## config.mk

```make
export PLATFORM = sky130hd
export DESIGN_NAME = spi_reg_bridge
export DESIGN_NICKNAME = d
export VERILOG_FILES = /design/src/rtl/spi_reg_bridge.sv
export SDC_FILE = /design/constraint.sdc
export NUM_CORES = 1
export LEC_CHECK = 0
export ABC_AREA = 1
export CAP_MARGIN = 20
export CORE_AREA = 4 4 109 111
export CTS_CLUSTER_SIZE = 8
export DETAILED_ROUTE_END_ITERATION = 7
export DIE_AREA = 0 0 113 115
export PLACE_DENSITY = 0.55
export SETUP_SLACK_MARGIN = 0.15
export SLEW_MARGIN = 0
export SYNTH_ARGS = -nofsm -noshare
export SYNTH_HDL_FRONTEND = slang
export SYNTH_SLANG_ARGS = --single-unit
export TNS_END_PERCENT = 1
```

## constraint.sdc

```tcl
create_clock -name clk -period 3.2 [get_ports clk]
set_input_delay 0.96 -clock clk [delete_from_list [all_inputs] [get_ports clk]]
set_output_delay 0.96 -clock clk [all_outputs]
set_load 0.01 [all_outputs]
```

## src/rtl/spi_reg_bridge.sv

```systemverilog
// Command parser and 8-bit register bank behind an SPI slave byte interface.
// Write = command byte (bit7=1) then data byte; read = command byte answered over tx_start/tx_done.
module spi_reg_bridge #(
    parameter int          NREGS     = 8,
    parameter int          ADDR_W    = 4,
    parameter logic [7:0]  RESET_VAL = 8'h00
) (
    input  logic                 clk,
    input  logic                 reset,
    input  logic                 rx_valid,
    input  logic [7:0]           rx_data,
    input  logic                 frame_abort,
    output logic                 tx_start,
    output logic [7:0]           tx_data,
    input  logic                 tx_done,
    input  logic                 err_clr,
    output logic [NREGS*8-1:0]   reg_flat,
    output logic                 wr_strobe,
    output logic [ADDR_W-1:0]    wr_addr,
    output logic                 busy,
    output logic                 err_addr,
    output logic                 err_overrun
);

    typedef enum logic [1:0] {
        IDLE      = 2'd0,
        WAIT_DATA = 2'd1,
        TX_WAIT   = 2'd2
    } state_t;

    state_t            state;
    state_t            state_nxt;
    logic [ADDR_W-1:0] addr_q;
    logic [7:0]        reg_bank [NREGS];

    logic [ADDR_W-1:0] cmd_addr;
    logic [7:0]        rd_val;
    logic              latch_addr;
    logic              issue_rd;
    logic              commit_wr;
    logic              set_err_addr;
    logic              set_err_overrun;

    function automatic logic addr_ok(input logic [ADDR_W-1:0] a);
        return int'(a) < NREGS;
    endfunction

    assign cmd_addr = rx_data[ADDR_W-1:0];
    assign busy     = (state != IDLE);

    for (genvar g = 0; g < NREGS; g++) begin : g_flat
        assign reg_flat[8*g +: 8] = reg_bank[g];
    end

    // Read mux: unimplemented addresses never match and return zero
    always_comb begin
        rd_val = 8'h00;
        for (int i = 0; i < NREGS; i++) begin
            if (cmd_addr == ADDR_W'(i)) rd_val = reg_bank[i];
        end
    end

    always_ff @(posedge clk) begin
        if (reset) state <= IDLE;
        else       state <= state_nxt;
    end

    // Decode: frame_abort dominates everything, including a same-cycle byte
    always_comb begin
        state_nxt       = state;
        latch_addr      = 1'b0;
        issue_rd        = 1'b0;
        commit_wr       = 1'b0;
        set_err_addr    = 1'b0;
        set_err_overrun = 1'b0;
        case (state)
            IDLE: begin
                if (rx_valid && !frame_abort) begin
                    latch_addr = 1'b1;
                    if (rx_data[7]) begin
                        state_nxt = WAIT_DATA;
                    end else begin
                        state_nxt    = TX_WAIT;
                        issue_rd     = 1'b1;
                        set_err_addr = !addr_ok(cmd_addr);
                    end
                end
            end
            WAIT_DATA: begin
                if (frame_abort) begin
                    state_nxt = IDLE;
                end else if (rx_valid) begin
                    state_nxt = IDLE;
                    if (addr_ok(addr_q)) commit_wr    = 1'b1;
                    else                 set_err_addr = 1'b1;
                end
            end
            TX_WAIT: begin
                if (frame_abort) begin
                    state_nxt = IDLE;
                end else begin
                    if (rx_valid) set_err_overrun = 1'b1;
                    if (tx_done)  state_nxt       = IDLE;
                end
            end
            default: state_nxt = IDLE;
        endcase
    end

    // Register stage: bank, transmit byte, strobes and sticky flags
    always_ff @(posedge clk) begin
        if (reset) begin
            tx_start    <= 1'b0;
            tx_data     <= 8'h00;
            wr_strobe   <= 1'b0;
            wr_addr     <= '0;
            err_addr    <= 1'b0;
            err_overrun <= 1'b0;
            for (int i = 0; i < NREGS; i++) reg_bank[i] <= RESET_VAL;
        end else begin
            tx_start    <= issue_rd;
            wr_strobe   <= commit_wr;
            err_addr    <= set_err_addr    | (err_addr    & ~err_clr);
            err_overrun <= set_err_overrun | (err_overrun & ~err_clr);
            if (issue_rd) tx_data <= rd_val;
            if (commit_wr) begin
                wr_addr <= addr_q;
                for (int i = 0; i < NREGS; i++) begin
                    if (addr_q == ADDR_W'(i)) reg_bank[i] <= rx_data;
                end
            end
        end
    end

    always_ff @(posedge clk) begin
        if (latch_addr) addr_q <= cmd_addr;
    end

endmodule

```

# Yosys cells after proc, flatten, opt, wreduce, memory -nomap -nowiden
# Memory sizes are Yosys's and may differ from the RTL's.
# Cells that the tools add are included.
# word_totals
ramBits	64
word_cells	126
mem_count	1
latchBits	0
register_bits	22
output_inout_bits	81
rom_bits	0
inputBits	14
# classes
n_mux	75
addsub	0
div	0
eq_ne	19
mul	0
n_shift	0
order_cmp	2
bitwise_logic	13
reduce_logical	8
# mem_list
name	words	width	read_ports	rd_ports_with_merged_regs	write_ports	line_no	text
reg_bank	8	8	8	0	8	34	logic [7:0] reg_bank [NREGS];
# op_table
op	n
two-way mux 8 bit	16
two-way mux 1 bit	51
== test 4 x 3 -> 1 bit, second input constant	8
== test 4 x 2 -> 1 bit, second input constant	4
two-way mux 2 bit	6
OR 1 bit	10
== test 4 x 1 -> 1 bit, second input constant	2
logical NOT 4 bit	2
less-than comparator 4 bit, second input constant	2
inequality test 3 bit, second input constant	2
case mux 2 bit (3 select lines)	1
AND reduction 3 bit	1
bitwise AND 1 bit	2
== test 2 x 1 -> 1 bit, second input constant	1
== test 2 bit, second input constant	1
logical NOT 1 bit	2
logical NOT 2 bit	1
inequality test 2 bit, second input constant	1
case mux 1 bit (2 select lines)	1
nonzero test 2 bit	1
logical AND 1 bit	1
NOT 1 bit	1

# Longest topological paths before layout
# Gate-level depths: netlist (run 1).
# depth
ltp_word	9
depth_mapped	8
mapped_depth_nobuf	8

# Worst setup path before layout (run 1)
# OpenSTA, ideal clock, no wires.
# synth_timing
path_kind	input to register
from	input frame_abort
to	memory reg_bank[7][0], in the netlist reg_bank[1][24], enable pin
path_slack_ns	0.655
path_stages	7
n_path_buf	0
arrival_ns	2.161
setup_time_ns	0.384
t_required_ns	2.816
path_cell_list	inv_1 > nand2_1 > nor2_1 > nand2_1 > nor2_1 > inv_1 > o21ai_0
# synth_lines
element	line_no	text
start: declaration	12	input logic frame_abort,
end: declaration	34	

==> metrics.csv, run 1 <==
stage;metric;value;unit
global_route;grt_pass1_wl;17100;µm
global_route;grt_max_degree;26;
pwr;p_leak;1.96;nW
cts;h-tree-depth;3;
worst_setup_path;end_kind;flop;
placed_design;place_congestion;0.786;
pwr;power.total;0.00238;W
drt;wl_per_cell;17.0;µm
global_route;antenna_found_initial;0;
die;design.die.area;0.0130;mm²
die;core_area;0.0108;mm²
logic_synthesis;synth-seq-cells;86;
pwr;ir_drop;0.217;mV
cts;cts_hold_buffers;0;
worst_setup_path;start_kind;input port;
die;start_util;0.345;
worst_setup_path;path_cells;clkdlybuf4s50_1 -> inv_1 -> nand2_1 -> nor2_1 -> nand2_1 -> nor2_1 -> nand2_1 -> nand2_1;
global_route;grt_overflow;0;
cts;cts_buffers;9;
timing;tightest_slew;612;ps
worst_setup_path;cpLargestDelayFamily;simple AND/OR/NAND/NOR gates;
finish;multiInputGateArea;0.00106;mm²
worst_setup_path;worstPathArrival;2740;ps
finish;final_common_cell;nor2_1;
cts;clk_pin_slew;80;ps
worst_setup_path;crit_fanout;9;
logic_synthesis;seq_area_frac_synth;0.646;
timing;hold_violations;0;
cts;post_cts_resize_count;0;
logic_synthesis;synthCells;384;
cts;clock-sinks;86;
finish;num-nets-final;507;
worst_setup_path;worstSetupPathType;input port to flop;
finish;drive_above_1_share;0.0823;
timing;fmax;0.368;GHz
timing;rsz0062_at_grt;no;
finish;area_growth;37.0;%
cts;cts_root_buf;clkbuf_8;
drt;drc;0;
logic_synthesis;syn-cell-area;0.00372;mm²
die;fp.dieW;113;µm
timing;slew_headroom;0.589;
pwr;power_density;467;mW/mm²
worst_setup_path;cpMostUsedCell;nand2_1;
die;rows;38;
logic_synthesis;postSynthAreaPerCell;9.69;µm²
cts;insertion_delay;360;ps
timing;fin_skew;13.1;ps
die;pin_count;95;
drt;drt_iter0_markers;144;
flow_run;maxCapViolations;0;
cts;cts_tree;done;
worst_hold_path;hold_class;flop to flop;
cts;clockBufferDepth;2;
finish;antenna_cells;0;
placed_design;io_buffers;94;
finish;fillers;1027;
timing;fin_crit_sh;0.850;
global_route;track_usage;0.171;
worst_setup_path;crit_path_top_delay_cell;clkdlybuf4s50_1;
finish;layout_common_cells;nor2_1, clkdlybuf4s50_1, edfxtp_1;
drt;dr.pass1.iters;5;
worst_setup_path;required;3220;ps
die;die_y;115;µm
logic_synthesis;ys_warn_count;0;
logic_synthesis;postSynthNetCount;398;
drt;via_per_inst;4.77;
global_route;grt_pass1_vias;3068;
worst_setup_path;crit_buf_inv;2;
timing;tns;0;ps
timing;maxSlewViolCount;0;
timing;fin_crit;2720;ps
drt;vias;3044;
worst_setup_path;max_stage_delay;430;ps
drt;finalWirelength;10800;µm
placed_design;hpwl;8290;µm
logic_synthesis;ys_types;24;
drt;ant_nets;0;
timing;setup_viol_count_final;0;
timing;whs;444;ps
finish;regArea;0.00240;mm²
cts;post_cts_buffers;0;
run_status;status;complete, no violations;
==> cell families after synthesis <==
family,share of synthesized area
AND/OR/NAND/NOR,0.249
AO/OA/AOI/OAI,0.0350
buffers and inverters,0.0699
flip-flops,0.646
==> per-layer routing <==
layer / vias to the layer above / global-route usage / part of all wire
met5: - / 0 / 0
met4: 0 / 0.0633 / 0.015
met3: 8 / 0.0400 / 0.070
met2: 106 / 0.257 / 0.44
met1: 1454 / 0.242 / 0.47
li1: 1476 / - / -
==> registers in the layout, summed over array words and instances (netlist names) <==
register,flops
wr_addr,4
addr_q,4
tx_start,1
tx_data,8
err_addr,1
wr_strobe,1
err_overrun,1
reg_bank,64
state,2
==> per-stage QoR <==
| stage | worst slack (ps) | instance area (µm²) | utilization | std cells |
|---|---|---|---|---|
| 4_1_cts | 383 | 5090 | 0.472 | 638 |
| 6_report | 481 | 5100 | 0.472 | 638 |
| 3_3_place_gp | 23.4 | 4860 | 0.450 | 622 |
| 5_1_grt | 291 | 5100 | 0.472 | 638 |
| 3_5_place_dp | -14.6 | 4860 | 0.450 | 622 |
| 2_1_floorplan | 655 | 3720 | - | 384 |
==> tightest hold or removal path: stages, from the launching register on <==
cell and delay (ps):
dfxtp_1 310, nand2_1 60, nor2_1 40
==> worst paths after layout <==
path | from | end | slack, ps | depth (start not counted)
setup / recovery | frame_abort | reg_bank[0][15]$_SDFFCE_PN0P_ | 480 | 8
setup reg to reg | state[1]$_SDFFE_PP0P_ | reg_bank[0][15]$_SDFFCE_PN0P_ | 1210 | 7
hold reg to reg | wr_addr[3]$_SDFFE_PP0P_ | wr_addr[3]$_SDFFE_PP0P_ | 440 | 2
hold / removal | wr_addr[3]$_SDFFE_PP0P_ | wr_addr[3]$_SDFFE_PP0P_ | 440 | 2
==> cells in the mapped netlist <==
master | count | area (µm²)
a21oi_1 | 19 | 95.1
a21oi_2 | 2 | 17.5
buf_2 | 2 | 10.0
buf_6 | 3 | 33.8
clkbuf_1 | 1 | 3.75
clkbuf_8 | 1 | 13.8
clkinv_1 | 1 | 3.75
dfxtp_1 | 18 | 360
edfxtp_1 | 68 | 2040
inv_1 | 50 | 188
inv_2 | 2 | 7.51
nand2_1 | 55 | 206
nand2_2 | 2 | 12.5
nand3_1 | 34 | 170
nand4_1 | 9 | 56.3
nand4_2 | 2 | 25.0
nor2_1 | 103 | 387
nor2_2 | 3 | 18.8
nor3_1 | 2 | 10.0
nor3_2 | 2 | 20.0
nor3_4 | 1 | 16.3
o211ai_1 | 1 | 7.51
o21ai_0 | 2 | 10.0
or3_1 | 1 | 6.26
==> power by group <==
part	switching (W)	total (W)	internal (W)	leakage [nW]
Combinational	0.000132	0.000233	0.000102	1.00
Sequential	0.0000279	0.00127	0.00125	0.838
Clock	0.000406	0.000873	0.000466	0.117
Total	0.000566	0.00238	0.00181	1.96
==> area by class of cell <==
type	instances	share of cell area
clock buffer	10	0.0270
clock inverter	6	0.0187
inverter	53	0.0390
multi-input combinational	238	0.209
sequential	86	0.471
tap	140	0.0344
timing repair buffer	105	0.201
Note: power is estimated with default switching activity, not from simulation.
==> run 2, diff against run 1 <==
Clock period 3.2 ns to 2.8 ns, I/O delays scaled along.
==> metrics.csv, run 2 (synthesized netlist as in run 1, its figures left out) <==
stage;metric;value;unit;change
run_status;status;complete, no violations;;unchanged
die;start_util;0.345;;unchanged
pwr;pwr-share-clk;0.357;;was 0.367
timing;fmax;0.397;GHz;
finish;final_common_cell;nor2_1;;unchanged
worst_setup_path;worstSetupPathType;input port to flop;;unchanged
worst_setup_path;path_cells;clkdlybuf4s50_1 -> inv_1 -> nand2_1 -> nor2_1 -> nand2_1 -> nor2_1 -> nand4_2 -> nand2_1;;was clkdlybuf4s50_1 -> inv_1 -> nand2_1 -> nor2_1 -> nand2_1 -> nor2_1 -> nand2_1 -> nand2_1
timing;tns;0;ps;unchanged
global_route;grt_max_degree;26;;unchanged
drt;wl_per_cell;16.5;µm;was 17.0 µm
cts;clockBufferDepth;2;;unchanged
global_route;grt_overflow;0;;unchanged
finish;drive_above_1_share;0.0876;;was 0.0823
worst_setup_path;required;2820;ps;was 3220 ps
cts;clock-sinks;86;;unchanged
drt;drc;0;;unchanged
die;design.die.area;0.0130;mm²;unchanged
drt;drt_iter0_markers;155;;was 144
finish;layout_common_cells;nor2_1, clkdlybuf4s50_1, edfxtp_1;;unchanged
pwr;power_density;524;mW/mm²;was 467 mW/mm²
worst_setup_path;max_stage_delay;450;ps;was 430 ps
global_route;grt_pass1_wl;16600;µm;was 17100 µm
timing;fin_crit_sh;0.899;;
placed_design;place_ws;-368;ps;was -14.6 ps
pwr;ir_drop;0.217;mV;about the same
worst_setup_path;worstPathArrival;2540;ps;was 2740 ps
pwr;switchingPower;0.000636;W;was 0.000566 W
worst_setup_path;crit_path_top_delay_cell;clkdlybuf4s50_1;;unchanged
finish;antenna_cells;0;;unchanged
worst_setup_path;crit_fanout;8;;was 9
timing;tightest_slew;507;ps;was 612 ps
placed_design;place_congestion;0.794;;was 0.786
placed_design;hpwl;8020;µm;was 8290 µm
cts;h-tree-depth;3;;unchanged
cts;cts_buffers;9;;unchanged
finish;largest_register_ffs;64;;unchanged
finish;area_growth;37.4;%;was 37.0%
worst_hold_path;hold_class;flop to flop;;unchanged
timing;slew_headroom;0.662;;was 0.589
worst_setup_path;end_kind;flop;;unchanged
timing;rsz0062_at_grt;no;;unchanged
timing;setup_ws;283;ps;was 481 ps
timing;fin_crit;2520;ps;
cts;insertion_delay;350;ps;was 360 ps
pwr;combPwrFrac;0.100;;was 0.098
timing;maxSlewViolCount;0;;unchanged
global_route;antenna_found_initial;0;;unchanged
worst_setup_path;cpLargestDelayFamily;simple AND/OR/NAND/NOR gates;;unchanged
drt;vias;3020;;was 3044
cts;cts_hold_buffers;0;;unchanged
die;rows;38;;unchanged
cts;post_cts_buffers;0;;unchanged
drt;finalWirelength;10600;µm;was 10800 µm
drt;dr.pass1.iters;4;;was 5
die;core_area;0.0108;mm²;unchanged
timing;setup_viol_count_final;0;;unchanged
pwr;internal_power;0.00204;W;was 0.00181 W
pwr;swShare;0.237;;was 0.238
placed_design;io_buffers;94;;unchanged
finish;reg_top3;reg_bank x64, tx_data x8;;unchanged
finish;regMostFlops;reg_bank;;unchanged
global_route;track_usage;0.167;;was 0.171
timing;hold_violations;0;;unchanged
flow_run;maxCapViolations;0;;unchanged
die;pin_count;95;;unchanged
drt;ant_nets;0;;unchanged
pwr;power.total;0.00268;W;was 0.00238 W
global_route;grt_pass1_vias;3074;;was 3068
cts;cts_root_buf;clkbuf_8;;unchanged
die;fp.dieW;113;µm;unchanged
worst_setup_path;cpMostUsedCell;nand2_1;;unchanged
finish;num-nets-final;511;;was 507
cts;clk_pin_slew;90;ps;was 80 ps
cts;cts_tree;done;;unchanged
timing;fin_skew;7.63;ps;was 13.1 ps
die;die_y;115;µm;unchanged
pwr;p_leak;1.96;nW;about the same
drt;via_per_inst;4.70;;was 4.77
pwr;pwr-share-seq;0.544;;was 0.535
worst_setup_path;start_kind;input port;;unchanged
worst_setup_path;crit_buf_inv;2;;unchanged
run 2: power by group through the flow:
stage	logic (W)	registers (W)	clock network (W)
2_1_floorplan	0.0000961	0.00150	0
3_3_place_gp	0.000266	0.00148	0
3_5_place_dp	0.000269	0.00148	0
4_1_cts	0.000271	0.00146	0.000971
5_1_grt	0.000292	0.00146	0.00103
6_report	0.000267	0.00146	0.000955
run 2: area by class of cell:
class                   instances  area [µm²]
repair buffers                109        1050
clock buffers                  10         128
flip-flops and latches         86        2400
inverters                      53         199
multi-input cells             238        1070
well taps                     140         175
clock inverters                 6        87.6
fillers                      1036        5680
run 2: worst paths after layout:
| kind | cells past startpoint | start | to | slack [ps] |
|---|---|---|---|---|
| setup / recovery | 8 | frame_abort | reg_bank[1][6]$_SDFFCE_PN0P_ | 280 |
| hold / removal | 2 | wr_addr[3]$_SDFFE_PP0P_ | wr_addr[3]$_SDFFE_PP0P_ | 450 |
| setup reg to reg | 7 | state[1]$_SDFFE_PP0P_ | reg_bank[1][6]$_SDFFCE_PN0P_ | 930 |
| hold reg to reg | 2 | wr_addr[3]$_SDFFE_PP0P_ | wr_addr[3]$_SDFFE_PP0P_ | 450 |
run 2: repair_timing:
action                                  in CTS  in global routing
endpoints found under the hold margin        0                  0
endpoints found under the setup margin       8                  8
resized for setup                            1                  1
gates cloned                                 0                  0
pin swaps                                    0                  0
run 2: through the flow:
step	hold slack [ps]	cell area, µm²	std cells	util
floorplan	470	3720	384	-
global placement	432	4890	626	0.453
detailed placement	441	4890	626	0.453
CTS	454	5110	642	0.473
global route	484	5110	642	0.474
finish	448	5110	642	0.474
run 2: worst register-to-register path: stages, from the launching register on:
cell	delay, ps
dfxtp_1	320
inv_1	60
nand2_1	60
nor2_1	180
nand2_1	200
nor2_1	260
nand4_2	140
nand2_1	330
run 2: routing by layer:
| layer | vias to the layer above | routed length [µm] | track usage |
|---|---|---|---|
| li1 | 1485 | - | - |
| met1 | 1427 | 5090 | 0.233 |
| met2 | 96 | 4570 | 0.256 |
| met3 | 12 | 739 | 0.0395 |
| met4 | 0 | 174 | 0.0553 |
| met5 | - | 0 | 0 |
==> run 3, diff against run 2 <==
Settings changed: PLACE_DENSITY 0.55 to unset, PLACE_DENSITY_LB_ADDON set to 0.3.
Clock period 2.8 ns to 2.1 ns, I/O delays scaled along.
==> metrics.csv, run 3 (synthesized netlist as in run 1, its figures left out) <==
stage;metric;value;unit;change
run_status;status;complete, no violations;;unchanged
timing;hold_violations;0;;unchanged
die;rows;38;;unchanged
finish;post-route-util;0.504;;was 0.474
worst_setup_path;rr_startpoint;state[1]$_SDFFE_PP0P_;;unchanged
drt;drc;0;;unchanged
worst_setup_path;path_cells;clkdlybuf4s50_1;;was clkdlybuf4s50_1 -> inv_1 -> nand2_1 -> nor2_1 -> nand2_1 -> nor2_1 -> nand4_2 -> nand2_1
drt;vias;3117;;was 3020
cts;cts_root_buf;clkbuf_8;;unchanged
drt;drt_iter0_markers;218;;was 155
worst_setup_path;worstSetupPathType;flop to primary output;;was input port to flop
timing;maxSlewViolCount;0;;unchanged
worst_setup_path;required;1470;ps;was 2820 ps
drt;via_per_inst;4.69;;was 4.70
worst_setup_path;rrSetupSlack;560;ps;was 930 ps
timing;tightest_slew;386;ps;was 507 ps
placed_design;hpwl;8080;µm;was 8020 µm
timing;fin_crit_sh;0.931;;
timing;fin_skew;10.4;ps;was 7.63 ps
global_route;antenna_found_initial;0;;unchanged
worst_setup_path;worstPathArrival;1330;ps;was 2540 ps
global_route;grt_pass1_wl;16200;µm;was 16600 µm
timing;setup_ws;144;ps;was 283 ps
cts;insertion_delay;360;ps;was 350 ps
worst_hold_path;hold_class;flop to flop;;unchanged
finish;num-nets-final;534;;was 511
cts;cts_tree;done;;unchanged
timing;slew_headroom;0.743;;was 0.662
finish;regMostFlops;reg_bank;;unchanged
drt;dr.pass1.iters;5;;was 4
die;start_util;0.345;;unchanged
global_route;grt_pass1_vias;3136;;was 3074
finish;reg_top3;reg_bank x64, tx_data x8;;unchanged
global_route;track_usage;0.161;;was 0.167
cts;clk_pin_slew;80;ps;was 90 ps
die;pin_count;95;;unchanged
worst_setup_path;max_stage_delay;560;ps;was 450 ps
placed_design;place_congestion;0.816;;was 0.794
worst_setup_path;crit_fanout;2;;was 8
pwr;ir_drop;0.323;mV;was 0.217 mV
worst_setup_path;crit_end;reg_flat[43];;was reg_bank[1][6]$_SDFFCE_PN0P_
finish;drive_above_1_share;0.143;;was 0.0876
cts;cts_buffers;9;;unchanged
finish;fillers;1011;;was 1036
cts;cts_hold_buffers;0;;unchanged
finish;largest_register_ffs;64;;unchanged
placed_design;io_buffers;94;;unchanged
cts;h-tree-depth;3;;unchanged
pwr;power_density;650;mW/mm²;was 524 mW/mm²
worst_setup_path;worstSetupStartpoint;reg_bank[1][11]$_SDFFCE_PN0P_;;was frame_abort
cts;clockBufferDepth;2;;unchanged
drt;ant_nets;0;;unchanged
finish;antenna_cells;0;;unchanged
drt;finalWirelength;10300;µm;was 10600 µm
drt;wl_per_cell;15.5;µm;was 16.5 µm
worst_setup_path;reg2reg_depth;9;;was 7
finish;multiInputGateArea;0.00110;mm²;was 0.00107 mm²
worst_setup_path;crit_path_top_delay_cell;clkdlybuf4s50_1;;unchanged
timing;fmax;0.511;GHz;
die;fp.dieW;113;µm;unchanged
die;core_area;0.0108;mm²;unchanged
flow_run;maxCapViolations;0;;unchanged
worst_setup_path;reg2reg_to;reg_bank[1][9]$_SDFFCE_PN0P_;;was reg_bank[1][6]$_SDFFCE_PN0P_
cts;clock-sinks;86;;unchanged
worst_setup_path;start_kind;flop;;was input port
worst_setup_path;cpLargestDelayFamily;buffers and inverters;;was simple AND/OR/NAND/NOR gates
finish;regArea;0.00240;mm²;unchanged
timing;fin_crit;1960;ps;
global_route;grt_overflow;0;;unchanged
worst_setup_path;cp.depth;1;;was 8
die;die_y;115;µm;unchanged
die;design.die.area;0.0130;mm²;unchanged
finish;area_growth;46.1;%;was 37.4%
pwr;p_leak;2.14;nW;was 1.96 nW
global_route;grt_max_degree;25;;was 26
worst_setup_path;crit_buf_inv;1;;was 2
finish;final_common_cell;nor2_1;;unchanged
placed_design;place_ws;-414;ps;was -368 ps
timing;rsz0062_at_grt;yes;;was no
timing;setup_viol_count_final;0;;unchanged
worst_setup_path;end_kind;primary output;;was flop
finish;layout_common_cells;nor2_1, clkdlybuf4s50_1, edfxtp_1;;unchanged
## run 3: cell types whose count changed in the layout (fill, tap and decap cells not counted), sizes merged
cell           before  now
buf                15   38
bufinv              2    1
clkdlybuf4s50      94   92
clkinv              3    1
clkinvlp            2    3
dlygate4sd2         0    1
dlymetal6s2s        0    1
inv                52   54
## run 3: layout make-up
cell class / instances / area share
flip-flops and latches: 86 / 0.442
repair buffers: 132 / 0.251
multi-input cells: 238 / 0.202
inverters: 53 / 0.0366
well taps: 140 / 0.0322
clock buffers: 10 / 0.0235
clock inverters: 6 / 0.0129
## run 3: stage by stage
stage	power, W	TNS, ps	std cells	cell area [µm²]	hold WS, ps
after global routing	0.00367	0	665	5440	462
after detailed placement	0.00239	-31930	648	5190	435
after global placement	0.00239	-25590	648	5190	431
final	0.00353	0	665	5440	446
after CTS	0.00357	0	664	5400	447
after floorplan	0.00212	0	384	3720	470
## run 3: repair_timing
action	4_1_cts	5_1_grt
endpoints found under the setup margin	103	165
endpoints found under the hold margin	0	0
gates cloned	0	0
setup buffers	0	1
gates resized for setup	3	9
## run 3: how the worst min path moves through the flow
stage | cells past startpoint | to | startpoint
final | 2 | wr_addr[3]$_SDFFE_PP0P_ | wr_addr[3]$_SDFFE_PP0P_
after global routing | 2 | wr_addr[3]$_SDFFE_PP0P_ | wr_addr[3]$_SDFFE_PP0P_
after CTS | 2 | wr_addr[3]$_SDFFE_PP0P_ | wr_addr[3]$_SDFFE_PP0P_
after detailed placement | 2 | wr_addr[3]$_SDFFE_PP0P_ | wr_addr[3]$_SDFFE_PP0P_
after global placement | 2 | wr_addr[3]$_SDFFE_PP0P_ | wr_addr[3]$_SDFFE_PP0P_
after floorplan | 2 | wr_addr[3]$_SDFFE_PP0P_ | wr_addr[3]$_SDFFE_PP0P_
## run 3: report_power, final
group	leakage, nW	total (W)	switching [W]	internal, W
clock	0.0895	0.00118	0.000620	0.000558
sequential	0.838	0.00194	0.0000426	0.00190
combinational	1.21	0.000416	0.000211	0.000205
## run 3: routing by layer
layer	GRT usage	up-vias	wire (µm)	share of wire
met4	0.0521	0	140	0.014
met2	0.258	134	4830	0.47
met5	0	-	0	0
li1	-	1529	-	-
met1	0.217	1443	4440	0.43
met3	0.0405	11	873	0.085
